[config.mk]
export PLATFORM = sky130hd
export DESIGN_NAME = ram_arbiter
export DESIGN_NICKNAME = d
export VERILOG_FILES = /design/src/rtl/ram_arb_pkg.sv /design/src/rtl/rr_burst_sel.sv /design/src/rtl/ram_arbiter.sv
export SDC_FILE = /design/constraint.sdc
export NUM_CORES = 1
export LEC_CHECK = 0
export CAP_MARGIN = 20
export CORE_UTILIZATION = 34
export CTS_CLUSTER_DIAMETER = 150
export DETAILED_ROUTE_END_ITERATION = 8
export PLACE_DENSITY = 0.82
export SLEW_MARGIN = 5
export SYNTH_ARGS = -nofsm -noshare
export SYNTH_HDL_FRONTEND = slang
export SYNTH_HIERARCHICAL = 1
export SYNTH_SLANG_ARGS = --single-unit
[constraint.sdc]
create_clock -name clk -period 2.29 [get_ports clk]
set_input_delay 0.458 -clock clk [delete_from_list [all_inputs] [get_ports clk]]
set_output_delay 0.458 -clock clk [all_outputs]
set_load 0.005 [all_outputs]
[src/rtl/ram_arb_pkg.sv]
// Shared types and constants for the two-requester RAM arbiter.
package ram_arb_pkg;

    localparam int unsigned N_REQ = 2;

    typedef logic arb_id_t;

    // m1 is treated as the previous owner out of reset so m0 wins the first tie
    localparam arb_id_t RST_OWNER = 1'b1;

    function automatic arb_id_t other_id(input arb_id_t id);
        return arb_id_t'(~id);
    endfunction

endpackage

[src/rtl/rr_burst_sel.sv]
// Round-robin requester select with a bounded burst length under contention.
module rr_burst_sel
    import ram_arb_pkg::*;
#(
    parameter int unsigned MAX_BURST = 4
)
(
    input  logic             clk,
    input  logic             rst_i,
    input  logic [N_REQ-1:0] i_req,
    output logic [N_REQ-1:0] o_gnt_c,
    output arb_id_t          o_sel_id_c,
    output logic             o_sel_vld_c
);

    localparam int unsigned CNT_W = $clog2(MAX_BURST + 1);
    localparam logic [CNT_W-1:0] CNT_MAX = CNT_W'(MAX_BURST);
    localparam logic [CNT_W-1:0] CNT_ONE = CNT_W'(1);

    arb_id_t          r_last_owner;
    arb_id_t          w_last_owner_nxt;
    arb_id_t          w_sel_id;
    logic [CNT_W-1:0] r_burst_cnt;
    logic [CNT_W-1:0] w_burst_cnt_nxt;
    logic             w_sel_vld;
    logic             w_keep_owner;

    always_ff @(posedge clk) begin
        if (rst_i) begin
            r_last_owner <= RST_OWNER;
            r_burst_cnt  <= '0;
        end else begin
            r_last_owner <= w_last_owner_nxt;
            r_burst_cnt  <= w_burst_cnt_nxt;
        end
    end

    // Pick a requester, then advance the burst tracking for that choice
    always_comb begin
        w_sel_vld        = 1'b0;
        w_sel_id         = 1'b0;
        w_last_owner_nxt = r_last_owner;
        w_burst_cnt_nxt  = '0;
        w_keep_owner     = (r_burst_cnt != '0) && (r_burst_cnt < CNT_MAX);

        case (i_req)
            2'b01: begin
                w_sel_vld = 1'b1;
                w_sel_id  = 1'b0;
            end
            2'b10: begin
                w_sel_vld = 1'b1;
                w_sel_id  = 1'b1;
            end
            2'b11: begin
                w_sel_vld = 1'b1;
                w_sel_id  = w_keep_owner ? r_last_owner : other_id(r_last_owner);
            end
            default: begin
                w_sel_vld = 1'b0;
            end
        endcase

        if (w_sel_vld) begin
            if ((w_sel_id == r_last_owner) && (r_burst_cnt != '0)) begin
                w_burst_cnt_nxt = (r_burst_cnt == CNT_MAX) ? CNT_MAX : r_burst_cnt + CNT_ONE;
            end else begin
                w_burst_cnt_nxt  = CNT_ONE;
                w_last_owner_nxt = w_sel_id;
            end
        end
    end

    // The one-hot grant is suppressed while reset is asserted
    always_comb begin
        o_gnt_c = '0;
        if (w_sel_vld && !rst_i) begin
            o_gnt_c[w_sel_id] = 1'b1;
        end
        o_sel_id_c  = w_sel_id;
        o_sel_vld_c = w_sel_vld;
    end

endmodule

[src/rtl/ram_arbiter.sv]
// Shares one single-port RAM between instruction fetch (m0) and load/store (m1).
module ram_arbiter
    import ram_arb_pkg::*;
#(
    parameter int unsigned DEPTH      = 1024,
    parameter int unsigned WORD_WIDTH = 32,
    parameter int unsigned ADDR_WIDTH = $clog2(DEPTH) + 1,
    parameter int unsigned MAX_BURST  = 4
)
(
    input  logic                          clk,
    input  logic                          rst_i,
    input  logic [N_REQ-1:0]              m_req_i,
    input  logic [N_REQ-1:0]              m_we_i,
    input  logic [N_REQ*ADDR_WIDTH-1:0]   m_addr_i,
    input  logic [N_REQ*WORD_WIDTH-1:0]   m_wdata_i,
    output logic [N_REQ-1:0]              m_gnt_o,
    output logic [N_REQ-1:0]              m_rvalid_o,
    output logic [WORD_WIDTH-1:0]         m_rdata_o,
    output logic                          ram_en_o,
    output logic                          ram_we_o,
    output logic [ADDR_WIDTH-1:0]         ram_addr_o,
    output logic [WORD_WIDTH-1:0]         ram_din_o,
    input  logic [WORD_WIDTH-1:0]         ram_dout_i
);

    logic [ADDR_WIDTH-1:0] w_addr  [N_REQ];
    logic [WORD_WIDTH-1:0] w_wdata [N_REQ];
    logic [N_REQ-1:0]      w_gnt;
    logic [N_REQ-1:0]      w_rd_gnt;
    arb_id_t               w_sel_id;
    logic                  w_sel_vld;
    logic [N_REQ-1:0]      r_rvalid;
    logic [WORD_WIDTH-1:0] r_rdata;

    rr_burst_sel #(
        .MAX_BURST (MAX_BURST)
    ) u_sel (
        .clk         (clk),
        .rst_i       (rst_i),
        .i_req       (m_req_i),
        .o_gnt_c     (w_gnt),
        .o_sel_id_c  (w_sel_id),
        .o_sel_vld_c (w_sel_vld)
    );

    always_comb begin
        for (int i = 0; i < N_REQ; i++) begin
            w_addr[i]  = m_addr_i[i*ADDR_WIDTH +: ADDR_WIDTH];
            w_wdata[i] = m_wdata_i[i*WORD_WIDTH +: WORD_WIDTH];
        end
    end

    // Selected requester drives the RAM port; enable is the only gated strobe in reset
    always_comb begin
        ram_en_o   = |w_gnt;
        ram_we_o   = 1'b0;
        ram_addr_o = '0;
        ram_din_o  = '0;
        if (w_sel_vld) begin
            ram_we_o   = m_we_i[w_sel_id];
            ram_addr_o = w_addr[w_sel_id];
            ram_din_o  = w_wdata[w_sel_id];
        end
    end

    assign w_rd_gnt = w_gnt & ~m_we_i;

    always_ff @(posedge clk) begin
        if (rst_i) begin
            r_rvalid <= '0;
            r_rdata  <= '0;
        end else begin
            r_rvalid <= w_rd_gnt;
            if (|w_rd_gnt) begin
                r_rdata <= ram_dout_i;
            end
        end
    end

    assign m_gnt_o    = w_gnt;
    assign m_rvalid_o = r_rvalid;
    assign m_rdata_o  = r_rdata;

endmodule

==> flow_summary_export.csv <==
group,metric,value,unit
status,status,"finished, violations left",
status,violations,"negative setup slack",
critical_path,rrSetupSlack,20,ps
synth,synth.most_common_cell,"mux2i_1",
cts,clk_latency,280,ps
layout,antennaDiodeCount,0,
synth,yosys-top-cells-area,"dfxtp_1 29%, mux2i_1 29%, nand2b_1 16%, nor2b_1 11%, buf_8 1.7%",
sta,hold_viol,0,
cts,htreeDepth,2,
critical_path,crit_chain,"inv_2, ha_4, o211ai_1, o311a_4, buf_8, buf_12, mux2i_2, nor2b_1, buf_2",
synth,syn_area,0.00259,mm²
synth,synth.avg_cell_area,9.38,µm²
critical_path,path_class,"reg2out",
pwr,ir_worst_vdd,0.206,mV
synth,synth_top_area_cell,"dfxtp_1",
pwr,p_per_area,413,mW/mm²
critical_path,r2r-start,"u_sel/r_burst_cnt[0]$_SDFF_PP0_",
hold_path,whs_path_depth,2,
global_route,gr-usage-all-layers,20.8,%
critical_path,worstPathArrival,2010,ps
sta,max_freq,404,MHz
critical_path,start_kind,"flop",
critical_path,regToRegEndpoint,"m_rdata_o[0]$_SDFFE_PP0P_",
route,drtIter0Drc,66,
global_route,grt-ovfl-total,0,
cts,cts_hold_buf,0,
route,detail-route-antenna-nets,0,
pwr,total_power,2.10,mW
route,drc_errors,0,
synth,seq_area_frac_synth,29.4,%
sta,slew_headroom,67.2,%
critical_path,crit_required,1830,ps
route,drtPass1Iterations,4,
cts,cts_tree,"yes",
cts,cts-root-buf,"clkbuf_8",
synth,yosys.area.top_type_share,29.4,%
layout,drive_above_1_share,22.7,%
route,finalWirelength,9070,µm
synth,synth_cell_types,28,
critical_path,cp_max_fo,7,
synth,synthTopCellsByCount,"76 x mux2i_1, 67 x nand2b_1, 46 x nor2b_1",
synth,syn-num-nets,402,
placement,port_buffers,204,
floorplan,rows,31,
global_route,grt_pass1_vias,2707,
sta,skew,5.94,ps
cts,clk_pin_slew,70,ps
floorplan,fp.dieW,89.3,µm
floorplan,start_util,35.5,%
critical_path,critPathBufInv,4,
sta,drv_slew,0,
sta,timing.final.setup_violations,46,
sta,hold_ws,477,ps
floorplan,core_area,0.00729,mm²
synth,ys_warn_count,6,
sta,finalCriticalPeriod,2470,ps
route,wl_per_cell,14.9,µm
floorplan,dieArea,0.00797,mm²
cts,cts_buffer_depth,2,
floorplan,io_pins,205,
sta,fin_ws,-182,ps
sta,rsz0062_at_grt,"true",
route,num_vias,2755,
layout,num-fill-cells,580,
cts,numCtsBuffers,5,
critical_path,r2r_cells,12,
synth,synthArstFlopShare,0,%
layout,nets,635,
floorplan,die_h,89.3,µm
hold_path,min_from,"m_rdata_o[1]$_SDFFE_PP0P_",
placement,place_hpwl,6750,µm
global_route,antenna_found_initial,0,
hold_path,hold_path_end,"m_rdata_o[1]$_SDFFE_PP0P_",
route,viasPerCell,4.52,
placement,place.gp.congestion,0.774,
job,cap_viol_max_count,0,
synth,synth_flop_cell,"dfxtp_1",
critical_path,critPathMaxStageDelay,340,ps
critical_path,end_kind,"output port",
critical_path,crit_slowest_cell,"dfxtp_2",
pwr,leakagePower,2.24,nW
global_route,grt_pass1_wl,12700,µm
global_route,grt_max_degree,71,
layout,area_growth,96.0,%
cts,clock-sinks,38,
synth,synth_edf_count,0,
synth,syn-instance-count,276,
sta,min_period_over_period,108,%
sta,tns,-5430,ps
hold_path,min_path_type,"reg2reg",
sta,tightest_slew,493,ps
critical_path,cp_top_family,"compound AO/OA/AOI/OAI gates",
synth,synth_seq_cells,38,
## cell type report
class | count | area, µm² | area share (%)
clock buffer | 6 | 82.6 | 1.63
clock inverter | 2 | 12.5 | 0.246
inverter | 4 | 15.0 | 0.296
multi-input combinational | 214 | 1730 | 34.2
sequential | 38 | 763 | 15.0
tap | 99 | 124 | 2.44
timing repair buffer | 246 | 2340 | 46.2
## metrics by stage
| step | std cells | util [%] | area, µm² | setup slack (ps) |
|---|---|---|---|---|
| after floorplan | 276 | - | 2590 | 205 |
| after global placement | 579 | 66.1 | 4820 | -558 |
| after detailed placement | 579 | 66.1 | 4820 | -616 |
| after CTS | 604 | 68.1 | 4960 | -188 |
| after global routing | 609 | 69.6 | 5080 | -275 |
| final | 609 | 69.6 | 5080 | -182 |
## layout by cell type (no fill, tap or decap), drive strengths merged, types with 2 or more instances in the layout
cell type,instances
clkdlybuf4s50,156
buf,86
mux2i,76
nand2b,67
nor2b,47
dfxtp,38
clkbuf,8
inv,4
nand2,3
nor3,3
nand3b,2
o21ai,2
mux2,2
ha,2
## worst max-delay path by stage
stage | from | endpoint | slack [ps] | depth (start not counted)
CTS | u_sel/r_burst_cnt[0]$_SDFF_PP0_ | ram_din_o[26] | -190 | 9
floorplan | u_sel/r_burst_cnt[0]$_SDFF_PP0_ | ram_en_o | 200 | 5
detailed placement | m_req_i[0] | ram_din_o[25] | -620 | 8
global route | u_sel/r_burst_cnt[0]$_SDFF_PP0_ | ram_din_o[26] | -270 | 9
finish | u_sel/r_burst_cnt[0]$_SDFF_PP0_ | ram_din_o[26] | -180 | 9
global placement | m_req_i[0] | ram_din_o[16] | -560 | 8
## worst min-delay path, cell delays in order, from the launching register on
cell	delay [ps]
dfxtp_1	310
nand2b_1	60
mux2i_1	60
## registers in the layout (all words and copies together) (netlist names)
name and cells:
m_rvalid_o 2, u_sel/r_last_owner 1, m_rdata_o 32, u_sel/r_burst_cnt 3
## where the power goes
part | switching, mW | internal (mW) | total (mW) | leakage (nW)
Combinational | 0.307 | 0.591 | 0.898 | 1.88
Sequential | 0.0200 | 0.701 | 0.721 | 0.311
Clock | 0.236 | 0.242 | 0.478 | 0.0472
Total | 0.563 | 1.53 | 2.10 | 2.24
## routing by layer
metal  wire length (µm)  GRT usage (%)  up-vias
met4                129           6.49        0
met3                814           5.36       12
met5                  0              0        -
li1                   -              -     1373
met2               4910           41.4      137
met1               3220           21.0     1233
## what timing repair did
item / CTS / global route
gates cloned: 3 / 2
gates resized for setup: 214 / 14
hold endpoints to repair: 0 / 0
setup endpoints to repair: 47 / 78
pin swaps: 4 / 2
setup buffers: 17 / 4
## kinds of logic after synthesis
group | synth area share, %
buffers and inverters | 5.85
DFF | 29.4
muxes | 30.4
and+or+nand+nor | 30.3
adders and majority gates | 0.966
AOI/OAI and AO/OA | 3.14
Note: power is estimated with default switching activity, not from simulation.
==> RTL edit, RTL diff (config.mk and constraints unchanged) <==
Set the parameter `WORD_WIDTH` to 24 (it was 32).
--- a/src/rtl/ram_arbiter.sv
+++ b/src/rtl/ram_arbiter.sv
@@ -4,5 +4,5 @@
 #(
     parameter int unsigned DEPTH      = 1024,
-    parameter int unsigned WORD_WIDTH = 32,
+    parameter int unsigned WORD_WIDTH = 24,
     parameter int unsigned ADDR_WIDTH = $clog2(DEPTH) + 1,
     parameter int unsigned MAX_BURST  = 4
Interface: changed (resized m_rdata_o, m_wdata_i, ram_din_o and ram_dout_i); port bits go from 205 to 165. The function was not compared with the original's and may differ.
==> RTL edit against the original RTL <==
The flow still finishes with violations (negative setup slack). Final area down 21%. Critical path depth up 1. Synthesized area down 19%. Via count down 19%. Final cell count down 21%. Routed wire length down 28%. Sequential cell count down 8. Sequential power down 21%. Clock skew up 0.99 ps. Power down 20%. Setup slack better by 33 ps. Maximum frequency up 1.3%.
==> RTL edit: results (changes against the original RTL) <==
- Met2 WL: 3308 µm (-33%)
- Final worst slack: -149.5 ps (+32.92 ps)
- GRT Overall Usage: 0.2048 (-0.003482)
- WL met3: 680 µm (-16%)
- Met3 Usage GRT: 0.08068 (+0.02713)
- Area post-placement: 3881 µm² (-19%)
- Post-synth top cells: mux2i_1 (60), nand2b_1 (51), nor2b_1 (38), dfxtp_1 (30), clkbuf_1 (8)
- Final setup viols: 38 (-17%)
- Fill cell count: 491 (-15%)
- Inst Count DP: 462 (-20%)
- Setup TNS: -3147 ps (+2280 ps)
- Port Buffers: 164 (-20%)
- Hold EP: m_rdata_o[10]
- Resized Gates After CTS: 176 (-18%)
- Critical path peak fanout: 3 (-4)
- First-pass GRT wire length: 10160 µm (-20%)
- Pre-CTS WS: -581.4 ps (+34.73 ps)
- Max reg flops: 24 (-25%)
- Status: complete, but fails checks
- Failing checks: negative setup slack
- Routed WL: 6532 µm (-28%)
- Met2 Use GR: 0.3661 (-0.04750)
- Top post-synthesis cells by area: dfxtp_1 (29%), mux2i_1 (29%), nand2b_1 (15%)
- Sw frac: 0.2596 (-0.008851)
- M1 wire length: 2419 µm (-25%)
## RTL edit: cell types whose count changed in the layout (fill, tap and decap cells not counted), sizes merged, moves of 8 or more
cell	unedited run	this run
buf	86	66
clkdlybuf4s50	156	124
dfxtp	38	30
mux2i	76	60
nand2b	67	51
nor2b	47	39
## RTL edit: final cells by class
cell class	instances	area (µm²)	share of cell area
well taps	75	93.84	0.02345
multi-input cells	174	1410	0.3524
clock inverters	1	5.005	0.001251
clock buffers	7	86.33	0.02158
inverters	4	15.01	0.003752
repair buffers	191	1788	0.4468
flip-flops and latches	30	603.1	0.1507
## RTL edit: how the worst max path moves through the flow
| stage | to | start | cells past startpoint |
|---|---|---|---|
| floorplan | ram_addr_o[0] | u_sel/r_burst_cnt[0] | 8 |
| global placement | ram_din_o[11] | m_req_i[0] | 8 |
| detailed placement | ram_en_o | m_req_i[0] | 6 |
| CTS | ram_addr_o[1] | u_sel/r_burst_cnt[1] | 10 |
| global route | ram_addr_o[4] | u_sel/r_burst_cnt[0] | 10 |
| finish | ram_en_o | u_sel/r_burst_cnt[1] | 10 |
## RTL edit: power by group through the flow
stage	sequential (mW)	combinational, mW	clock (mW)
after floorplan	0.582	0.260	0
after CTS	0.568	0.700	0.446
after global placement	0.578	0.676	0
after detailed placement	0.579	0.684	0
after global routing	0.572	0.745	0.477
final	0.568	0.691	0.428
## RTL edit: cell families (layout without fill, tap and decap cells)
| family | Yosys count | after routing | synth area share |
|---|---|---|---|
| multiplexers | 62 | 62 | 0.2993 |
| flip-flops | 30 | 30 | 0.2867 |
| AND/OR/NAND/NOR | 102 | 102 | 0.3029 |
| buffers and inverters | 19 | 203 | 0.06033 |
| AO/OA/AOI/OAI | 8 | 8 | 0.03883 |
| adder cells (fa/ha/maj) | 2 | 2 | 0.01195 |
